===== config.mk =====
export PLATFORM = sky130hd
export DESIGN_NAME = pipelined_accumulator
export DESIGN_NICKNAME = d
export VERILOG_FILES = /design/src/rtl/pipelined_accumulator.sv
export SDC_FILE = /design/constraint.sdc
export NUM_CORES = 1
export LEC_CHECK = 0
export BUFFER_PORTS_ARGS = -buffer_cell sky130_fd_sc_hd__buf_2
export CAP_MARGIN = 10
export CORE_MARGIN = 2
export CORE_UTILIZATION = 64
export CTS_BUF_LIST = sky130_fd_sc_hd__clkbuf_4 sky130_fd_sc_hd__clkbuf_8
export DETAILED_ROUTE_END_ITERATION = 6
export GPL_TIMING_DRIVEN = 0
export MAX_ROUTING_LAYER = met4
export PLACE_DENSITY = 0.95
export SLEW_MARGIN = 30
export SYNTH_ARGS = -nofsm -noshare
export SYNTH_HDL_FRONTEND = slang
export SYNTH_SLANG_ARGS = --single-unit

===== constraint.sdc =====
create_clock -name CLK -period 4.4 [get_ports CLK]
set_input_delay 0.22 -clock CLK [delete_from_list [all_inputs] [get_ports CLK]]
set_output_delay 0.22 -clock CLK [all_outputs]
set_load 0.02 [all_outputs]

===== src/rtl/pipelined_accumulator.sv =====
// Streaming add/accumulate stage: r = (ACC_EN ? acc : I0) + I1, delivered through
// DEPTH valid/ready pipeline stages with optional unsigned saturation.
module pipelined_accumulator #(
    parameter int unsigned WIDTH    = 32,
    parameter int unsigned DEPTH    = 2,
    parameter bit          SATURATE = 1'b0
) (
    input  logic             CLK,
    input  logic             ASYNCRESETN,
    input  logic [WIDTH-1:0] I0,
    input  logic [WIDTH-1:0] I1,
    input  logic             I_VALID,
    output logic             I_READY,
    input  logic             ACC_EN,
    input  logic             ACC_CLR,
    output logic [WIDTH-1:0] O,
    output logic             CO,
    output logic             O_VALID,
    input  logic             O_READY
);

    logic [WIDTH-1:0] data_q [DEPTH];
    logic             co_q   [DEPTH];
    logic             vld_q  [DEPTH];
    logic [WIDTH-1:0] acc_q;
    logic [WIDTH-1:0] acc_d;

    logic             advance;
    logic [WIDTH-1:0] acc_eff;
    logic [WIDTH-1:0] op_a;
    logic [WIDTH:0]   sum;
    logic             carry;
    logic [WIDTH-1:0] res;

    // The whole pipe shifts together; only a stalled, valid output stage blocks it.
    assign advance = O_READY || !vld_q[DEPTH-1];
    assign I_READY = advance;

    always_comb begin
        acc_eff = ACC_CLR ? '0 : acc_q;
        op_a    = ACC_EN ? acc_eff : I0;
        sum     = {1'b0, op_a} + {1'b0, I1};
        carry   = sum[WIDTH];
        res     = (SATURATE && carry) ? '1 : sum[WIDTH-1:0];
    end

    always_comb begin
        acc_d = acc_q;
        if (I_VALID && advance && ACC_EN) begin
            acc_d = res;
        end else if (ACC_CLR) begin
            acc_d = '0;
        end
    end

    always_ff @(posedge CLK or negedge ASYNCRESETN) begin
        if (!ASYNCRESETN) begin
            acc_q     <= '0;
            data_q[0] <= '0;
            co_q[0]   <= 1'b0;
            vld_q[0]  <= 1'b0;
        end else begin
            acc_q <= acc_d;
            if (advance) begin
                data_q[0] <= res;
                co_q[0]   <= carry;
                vld_q[0]  <= I_VALID;
            end
        end
    end

    for (genvar g = 1; g < DEPTH; g++) begin : g_stage
        always_ff @(posedge CLK or negedge ASYNCRESETN) begin
            if (!ASYNCRESETN) begin
                data_q[g] <= '0;
                co_q[g]   <= 1'b0;
                vld_q[g]  <= 1'b0;
            end else if (advance) begin
                data_q[g] <= data_q[g-1];
                co_q[g]   <= co_q[g-1];
                vld_q[g]  <= vld_q[g-1];
            end
        end
    end

    assign O       = data_q[DEPTH-1];
    assign CO      = co_q[DEPTH-1];
    assign O_VALID = vld_q[DEPTH-1];

endmodule


# Yosys cells after proc, flatten, opt, wreduce, memory -nomap -nowiden
# Index checks and enable logic that the tools add are counted.
# word_totals
register_bits,100
in_bits,70
out_inout_bits,35
word_cells,15
# classes
n_addsub,1
n_mux,3
n_reduce_logical,4
# ops
op,count
32-bit two-way mux,3
32-bit by 32-bit adder with 33-bit output,1
1-bit logical AND,2
1-bit zero test,1
1-bit logical OR,1

# Logic depth before layout (Yosys ltp)
# Gate-level depths: netlist of run 1.
# depth
word_depth,5
depth_mapped,13
ltp_nobuf,12

# Least setup slack after synthesis of run 1
# Ideal clock, no wire load.
# synth_path
kind,in2reg
startpoint,input port ACC_EN
endpoint,register acc_q[30]
setup_time_ps,69
t_arrival_ps,3174
required_time_ps,4331
slack_ps,1157
stages,13
path_buffers,2
path_cell_list,clkbuf_1 clkbuf_1 mux2i_1 ha_1 inv_1 fa_1 nor2b_1 o31ai_1 a211oi_2 a21o_1 a21oi_2 or4_1 nand3_1
# synth_via
elab_chain_cells,3
elab_cells_between_ends,4
cone_classes,add/sub (1); mux (2); reduce/logical (1)
# synth_lines
element,line_no,text
"start, declared",14,"input logic ACC_EN,"
32-bit two-way mux,41,op_a = ACC_EN ? acc_eff : I0;
32-bit by 32-bit adder with 33-bit output,42,"sum = {1'b0, op_a} + {1'b0, I1};"
32-bit two-way mux *,49,if (I_VALID && advance && ACC_EN) begin
via acc_d[30],26,logic [WIDTH-1:0] acc_d;
"end signal, assigned",58,acc_q <= '0;
"end signal, assigned",63,acc_q <= acc_d;
"end, declared",25,logic [WIDTH-1:0] acc_q;
# The timed path passes the listed nets; every way through them passes the cells marked *.
# A chain may end at the register's enable or synchronous reset.

# Worst setup path in the final report of run 1
# layout_path
startpoint,input port ACC_EN
endpoint,register data_q[56] (netlist bit)
# layout_via
elab_chain_cells,2
# layout_lines
element,line_no,text
32-bit two-way mux,41,
32-bit by 32-bit adder with 33-bit output,42,
"end, declared",22,logic [WIDTH-1:0] data_q [DEPTH];
# Every way passes these cells.

==> impl_metrics.json, run 1 <==
{
  "io_buffers": 104,
  "grt_max_degree": 53,
  "wl_per_cell_um": 16.7,
  "yosysWarnings": 0,
  "clockRootBuffer": "clkbuf_8",
  "syn-num-nets": 831,
  "power.share.switching": 0.382,
  "ys_types": 60,
  "r2r_end": "data_q[56]",
  "max_freq_mhz": 238,
  "first_pass_iters": 5,
  "grt_pass1_vias": 5449,
  "syn2layout_area_growth_pct": 14.5,
  "p_switching_uw": 1160,
  "synth_area_leaders": "dfrtp_1 (39%), nand2_1 (9.7%), mux2_2 (7.0%)",
  "grt_overflow": 0,
  "endpoint": "data_q[56]",
  "period_minus_slack_ns": 4.20,
  "cp-start-kind": "input port",
  "slew_violations": 0,
  "synthArstFlopShare": 1.00,
  "io_pins": 105,
  "outcome": "completed",
  "start_util": 0.659,
  "grt_setup_unrepaired": "false",
  "htreeDepth": 3,
  "yosys_most_used_dff": "dfrtp_1",
  "cp.arrival_ns": 4.45,
  "timing.slew.headroom": 0.490,
  "die_w_um": 104,
  "cts_tree": "done",
  "r2r_cells": 12,
  "cap_violations": 0,
  "ys_ff_latch": 100,
  "drtIter0Drc": 502,
  "drc": 0,
  "diodes": 0,
  "fin_skew_ns": 0.0147,
  "seq_area_frac_synth": 0.388,
  "coreArea_um2": 9770,
  "hold-worst-slack_ns": 0.116,
  "r2r_slack_ns": 1.07,
  "setup.worst_path.end_class": "flop",
  "synth_top_area_share": 0.388,
  "vias": 5735,
  "leakagePower_uw": 0.00371,
  "tns_ns": 0,
  "syn_area_um2": 6450,
  "crit_start": "ACC_EN",
  "finalCritPeriodShare": 0.954,
  "clkPwrFrac": 0.195,
  "wl_um": 16300,
  "rr_startpoint": "acc_q[0]",
  "min_path_type": "input port to flop",
  "cts_buffers": 9,
  "p_per_area_nw_per_um2": 411,
  "finalHoldViolations": 0,
  "syn_area_per_cell_um2": 8.89,
  "setup_viol": 0,
  "cts_buffer_depth": 2,
  "row_count": 36,
  "synth-edff-count": 0,
  "hpwl_um": 12300,
  "worstPathRequired_ns": 4.65,
  "grt_pass1_wl_um": 26800,
  "die_area_um2": 10900,
  "via_per_inst": 5.85,
  "clkTransAtPathRegs_ns": 0.10,
  "worst_pin_slew_ns": 0.764,
  "die_h_um": 104,
  "grt_usage": 0.316,
  "p_int_uw": 1870,
  "criticalPathCategory": "input port to flop",
  "nNetsFinal": 948,
  "syn_inst": 725,
  "drive_gt1_frac": 0.244,
  "antenna_found_initial": 0,
  "p_comb_frac": 0.391,
  "worst_skew_pair.late_latency_ns": 0.38,
  "vdd_drop_max_v": 0.000211,
  "synth_top_cell_by_area": "dfrtp_1",
  "power_frac_seq": 0.414,
  "cp_max_fo": 10,
  "clock-sinks": 100,
  "detail-route-antenna-nets": 0,
  "gp_congestion": 0.972,
  "finalPower_uw": 3030
}
-- layer usage --
metal	global-route usage	routed length, um
met1	0.423	6950
met2	0.489	7570
met3	0.0457	1220
met4	0.123	580
met5	-	0
-- sequential cells by signal, indices dropped and copies added, names as in the netlist --
signal,flops
CO,1
O,32
O_VALID,1
acc_q,32
co_q,1
data_q,32
vld_q,1
-- placed cells by master, fill, tap and decap left out, drive strengths merged, types with 5 or more instances in the layout --
cell / Yosys / layout
nand3b: 10 / 10
a21o: 16 / 16
mux2: 40 / 40
nor3: 10 / 10
a21oi: 38 / 38
dfrtp: 100 / 100
nand2: 167 / 167
xor2: 7 / 7
nor2: 25 / 25
clkbuf: 29 / 38
o21bai: 9 / 9
buf: 40 / 145
ha: 35 / 35
o21ai: 40 / 40
nor2b: 23 / 23
nand2b: 9 / 9
inv: 22 / 25
xnor2: 17 / 17
o21a: 5 / 5
nand3: 12 / 12
nand4: 6 / 6
mux2i: 7 / 7
-- worst min path at each step --
stage                      startpoint       end  cells after the start
final                         I_VALID  vld_q[1]                      3
after global routing          I_VALID  vld_q[1]                      3
after CTS                     I_VALID  vld_q[1]                      3
after detailed placement  ASYNCRESETN  acc_q[5]                      1
after global placement       vld_q[1]  vld_q[1]                      2
after floorplan           ASYNCRESETN        CO                      0
-- cells by family (layout without fill, tap and decap cells) --
group	Yosys count	count (layout)	share of synthesized area
adder cells (fa/ha/maj)	36	36	0.0710
buffers and inverters	91	213	0.0732
AND/OR/NAND/NOR	277	277	0.195
XOR/XNOR	24	24	0.0326
AO/OA/AOI/OAI	150	150	0.159
multiplexers	47	47	0.0807
flip-flops	100	100	0.388
-- worst max-delay path, cell delays in order --
cell and delay, ns:
buf_2 0.09, clkbuf_1 0.58, clkbuf_1 0.65, mux2i_1 0.27
ha_1 0.25, inv_1 0.07, fa_1 0.42, nor2b_1 0.22
o31ai_1 0.19, a211oi_2 0.38, o211ai_1 0.22, a21boi_0 0.58
and3_1 0.25, nor3_1 0.05
-- power by group through the flow --
stage | Sequential, uW | Combinational, uW | Clock (uW)
floorplan | 1240 | 847 | 0
global placement | 1260 | 1130 | 0
detailed placement | 1270 | 1160 | 0
CTS | 1250 | 1170 | 592
global route | 1280 | 1290 | 625
finish | 1260 | 1180 | 591
-- final cells by class --
cell class,count,area (um2)
multi-input cells,534,3470
flip-flops and latches,100,2500
fillers,700,2390
repair buffers,106,564
plain buffers,69,389
well taps,133,166
clock buffers,9,124
inverters,22,82.6
clock inverters,7,80.1
-- repair_timing --
| action | CTS | global route |
|---|---|---|
| hold endpoints to repair | 48 | 0 |
| gates resized for setup | 0 | 0 |
| setup buffers | 0 | 0 |
| hold buffers | 1 | 0 |
-- synthesized netlist by cell type (3+ instances only) --
cell type    n
nand3_1     12
inv_1       22
a21oi_1     33
buf_1        5
o221ai_1     4
nand2b_1     9
a21o_1      16
a211oi_1     3
nand4_1      6
nor3_1      10
o21bai_1     9
o211a_1      3
o31ai_1      4
a21boi_0     3
mux2_2      40
ha_1        35
a31oi_1      4
xor2_1       7
o21ai_0     39
xnor2_1     17
nand2_1    167
nor2_1      25
nand3b_1    10
o21a_1       5
mux2i_1      7
a221oi_1     3
nor2b_1     23
buf_4       32
dfrtp_1    100
a21oi_2      3
clkbuf_1    29
and3_1       4
-- metrics by stage --
step	area [um2]	std cells	util	worst slack, ns
CTS	7380	980	0.755	0.360
global route	7380	980	0.755	0.0359
floorplan	6450	725	-	1.16
finish	7380	980	0.755	0.201
detailed placement	7170	963	0.733	0.0756
global placement	7130	962	0.730	0.131
Power figures use the tool's default switching activity.
==> run 2: changes to the inputs <==
CORE_MARGIN = 1   (was 2)
GPL_ROUTABILITY_DRIVEN = 0   (was default)
GPL_TIMING_DRIVEN = default   (was 0)
==> impl_metrics.json, run 2 (same netlist as run 1, synthesis figures left out) <==
{
  "antenna_found_initial": 0,
  "leakagePower_uw": 0.00352,
  "syn2layout_area_growth_pct": 8.70,
  "setup.worst_path.end_class": "flop",
  "coreArea_um2": 9770,
  "top_layer_used": "met4",
  "clockRootBuffer": "clkbuf_8",
  "finalHoldViolations": 0,
  "io_buffers": 104,
  "wl_met3_um": 1610,
  "final_cell_mix": "nand2_1 (167), buf_2 (103), dfrtp_1 (100)",
  "first_pass_iters": 6,
  "worst_pin_slew_ns": 0.792,
  "die_area_um2": 10500,
  "cp_max_fo": 34,
  "cts_tree": "done",
  "start_util": 0.659,
  "grt_pass1_wl_um": 26700,
  "clkTransAtPathRegs_ns": 0.10,
  "max_freq_mhz": 308,
  "p_per_area_nw_per_um2": 418,
  "grt_max_degree": 74,
  "cap_violations": 0,
  "clock-sinks": 100,
  "grt_overflow": 0,
  "drc": 0,
  "cts-resized-gates": 0,
  "routed-wl-met2_um": 7370,
  "min_path_type": "input port to flop",
  "worst_skew_pair.late_latency_ns": 0.37,
  "fin_skew_ns": 0.0198,
  "cp-start-kind": "input port",
  "drive_gt1_frac": 0.228,
  "htreeDepth": 3,
  "detail-route-antenna-nets": 0,
  "crit_start": "ACC_EN",
  "setup_viol": 0,
  "io_pins": 105,
  "die_w_um": 102,
  "timing.slew.headroom": 0.472,
  "criticalPathCategory": "input port to flop",
  "slew_violations": 0,
  "worstHoldStart": "I_VALID",
  "grt_setup_unrepaired": "false",
  "nFillCells": 711,
  "wl_um": 16400,
  "hpwl_um": 11400,
  "nNetsFinal": 884,
  "cts_buffer_depth": 2,
  "cp.arrival_ns": 3.50,
  "period_minus_slack_ns": 3.25,
  "diodes": 0,
  "rr_startpoint": "acc_q[0]",
  "tns_ns": 0,
  "drtIter0Drc": 613,
  "final_util": 0.717,
  "finalCritPeriodShare": 0.738,
  "cts_buffers": 9,
  "die_h_um": 102,
  "outcome": "completed",
  "via_per_inst": 6.27,
  "row_count": 36,
  "met1Wirelength_um": 6650,
  "finalPower_uw": 2930,
  "vdd_drop_max_v": 0.000186,
  "wl_per_cell_um": 17.9,
  "grt_usage": 0.344,
  "cts_setup_buffers": 0,
  "layout_commonest_cell": "nand2_1",
  "worstPathRequired_ns": 4.66,
  "vias": 5734,
  "grt_pass1_vias": 5509,
  "hold-worst-slack_ns": 0.0942
}
[run 2: cell types whose count changed in the layout (fill, tap and decap cells not counted), moves of 2 or more]
cell and change:
clkinv_8 -2, buf_6 -2, clkbuf_1 -29, buf_4 -25, inv_8 -2, buf_2 -2
buf_1 -5
[run 2: final cells by class]
type / count / area [um2] / share of cell area
clock buffer: 10 / 138 / 0.0196
clock inverter: 5 / 60.1 / 0.00857
inverter: 22 / 82.6 / 0.0118
multi-input combinational: 534 / 3480 / 0.497
sequential: 100 / 2500 / 0.357
tap: 133 / 166 / 0.0238
timing repair buffer: 111 / 578 / 0.0825
[run 2: metrics by stage]
stage | cells | setup slack [ns] | instance area, um2
after CTS | 915 | 1.27 | 7010
after detailed placement | 899 | 0.907 | 6800
after floorplan | 725 | 1.16 | 6450
after global routing | 915 | 0.928 | 7010
final | 915 | 1.15 | 7010
after global placement | 899 | 1.06 | 6800
[run 2: critical path, cell delays in order]
cell      delay [ns]
buf_2           0.59
mux2i_1         0.27
ha_1            0.22
inv_1           0.07
fa_1            0.39
nor2b_1         0.20
o31ai_1         0.16
a211oi_2        0.37
o211ai_1        0.20
a21oi_1         0.36
nor3_1          0.13
o31ai_1         0.30
[run 2: path summary, 6_finish.rpt]
check | end | slack, ns | depth (start not counted)
max | acc_q[28] | 1.15 | 12
min | vld_q[1] | 0.09 | 3
max reg2reg | acc_q[28] | 1.31 | 12
min reg2reg | O[0] | 0.47 | 2
max in group asynchronous | acc_q[22] | 2.95 | 3
min in group asynchronous | O[20] | 0.44 | 2
[run 2: what timing repair did]
item	in CTS	in global routing
hold buffers	1	0
endpoints found under the setup margin	0	0
endpoints found under the hold margin	58	0
[run 2: power breakdown]
part	internal, uW	switching [uW]	leakage, uW	total, uW
registers	1140	118	0.00124	1260
clock network	278	332	0.0000987	610
logic	393	661	0.00219	1050
[run 2: metal layers]
metal | vias up | track usage
met2 | 429 | 0.517
met3 | 108 | 0.0691
met5 | - | -
met1 | 2617 | 0.449
met4 | 0 | 0.155
li1 | 2580 | -
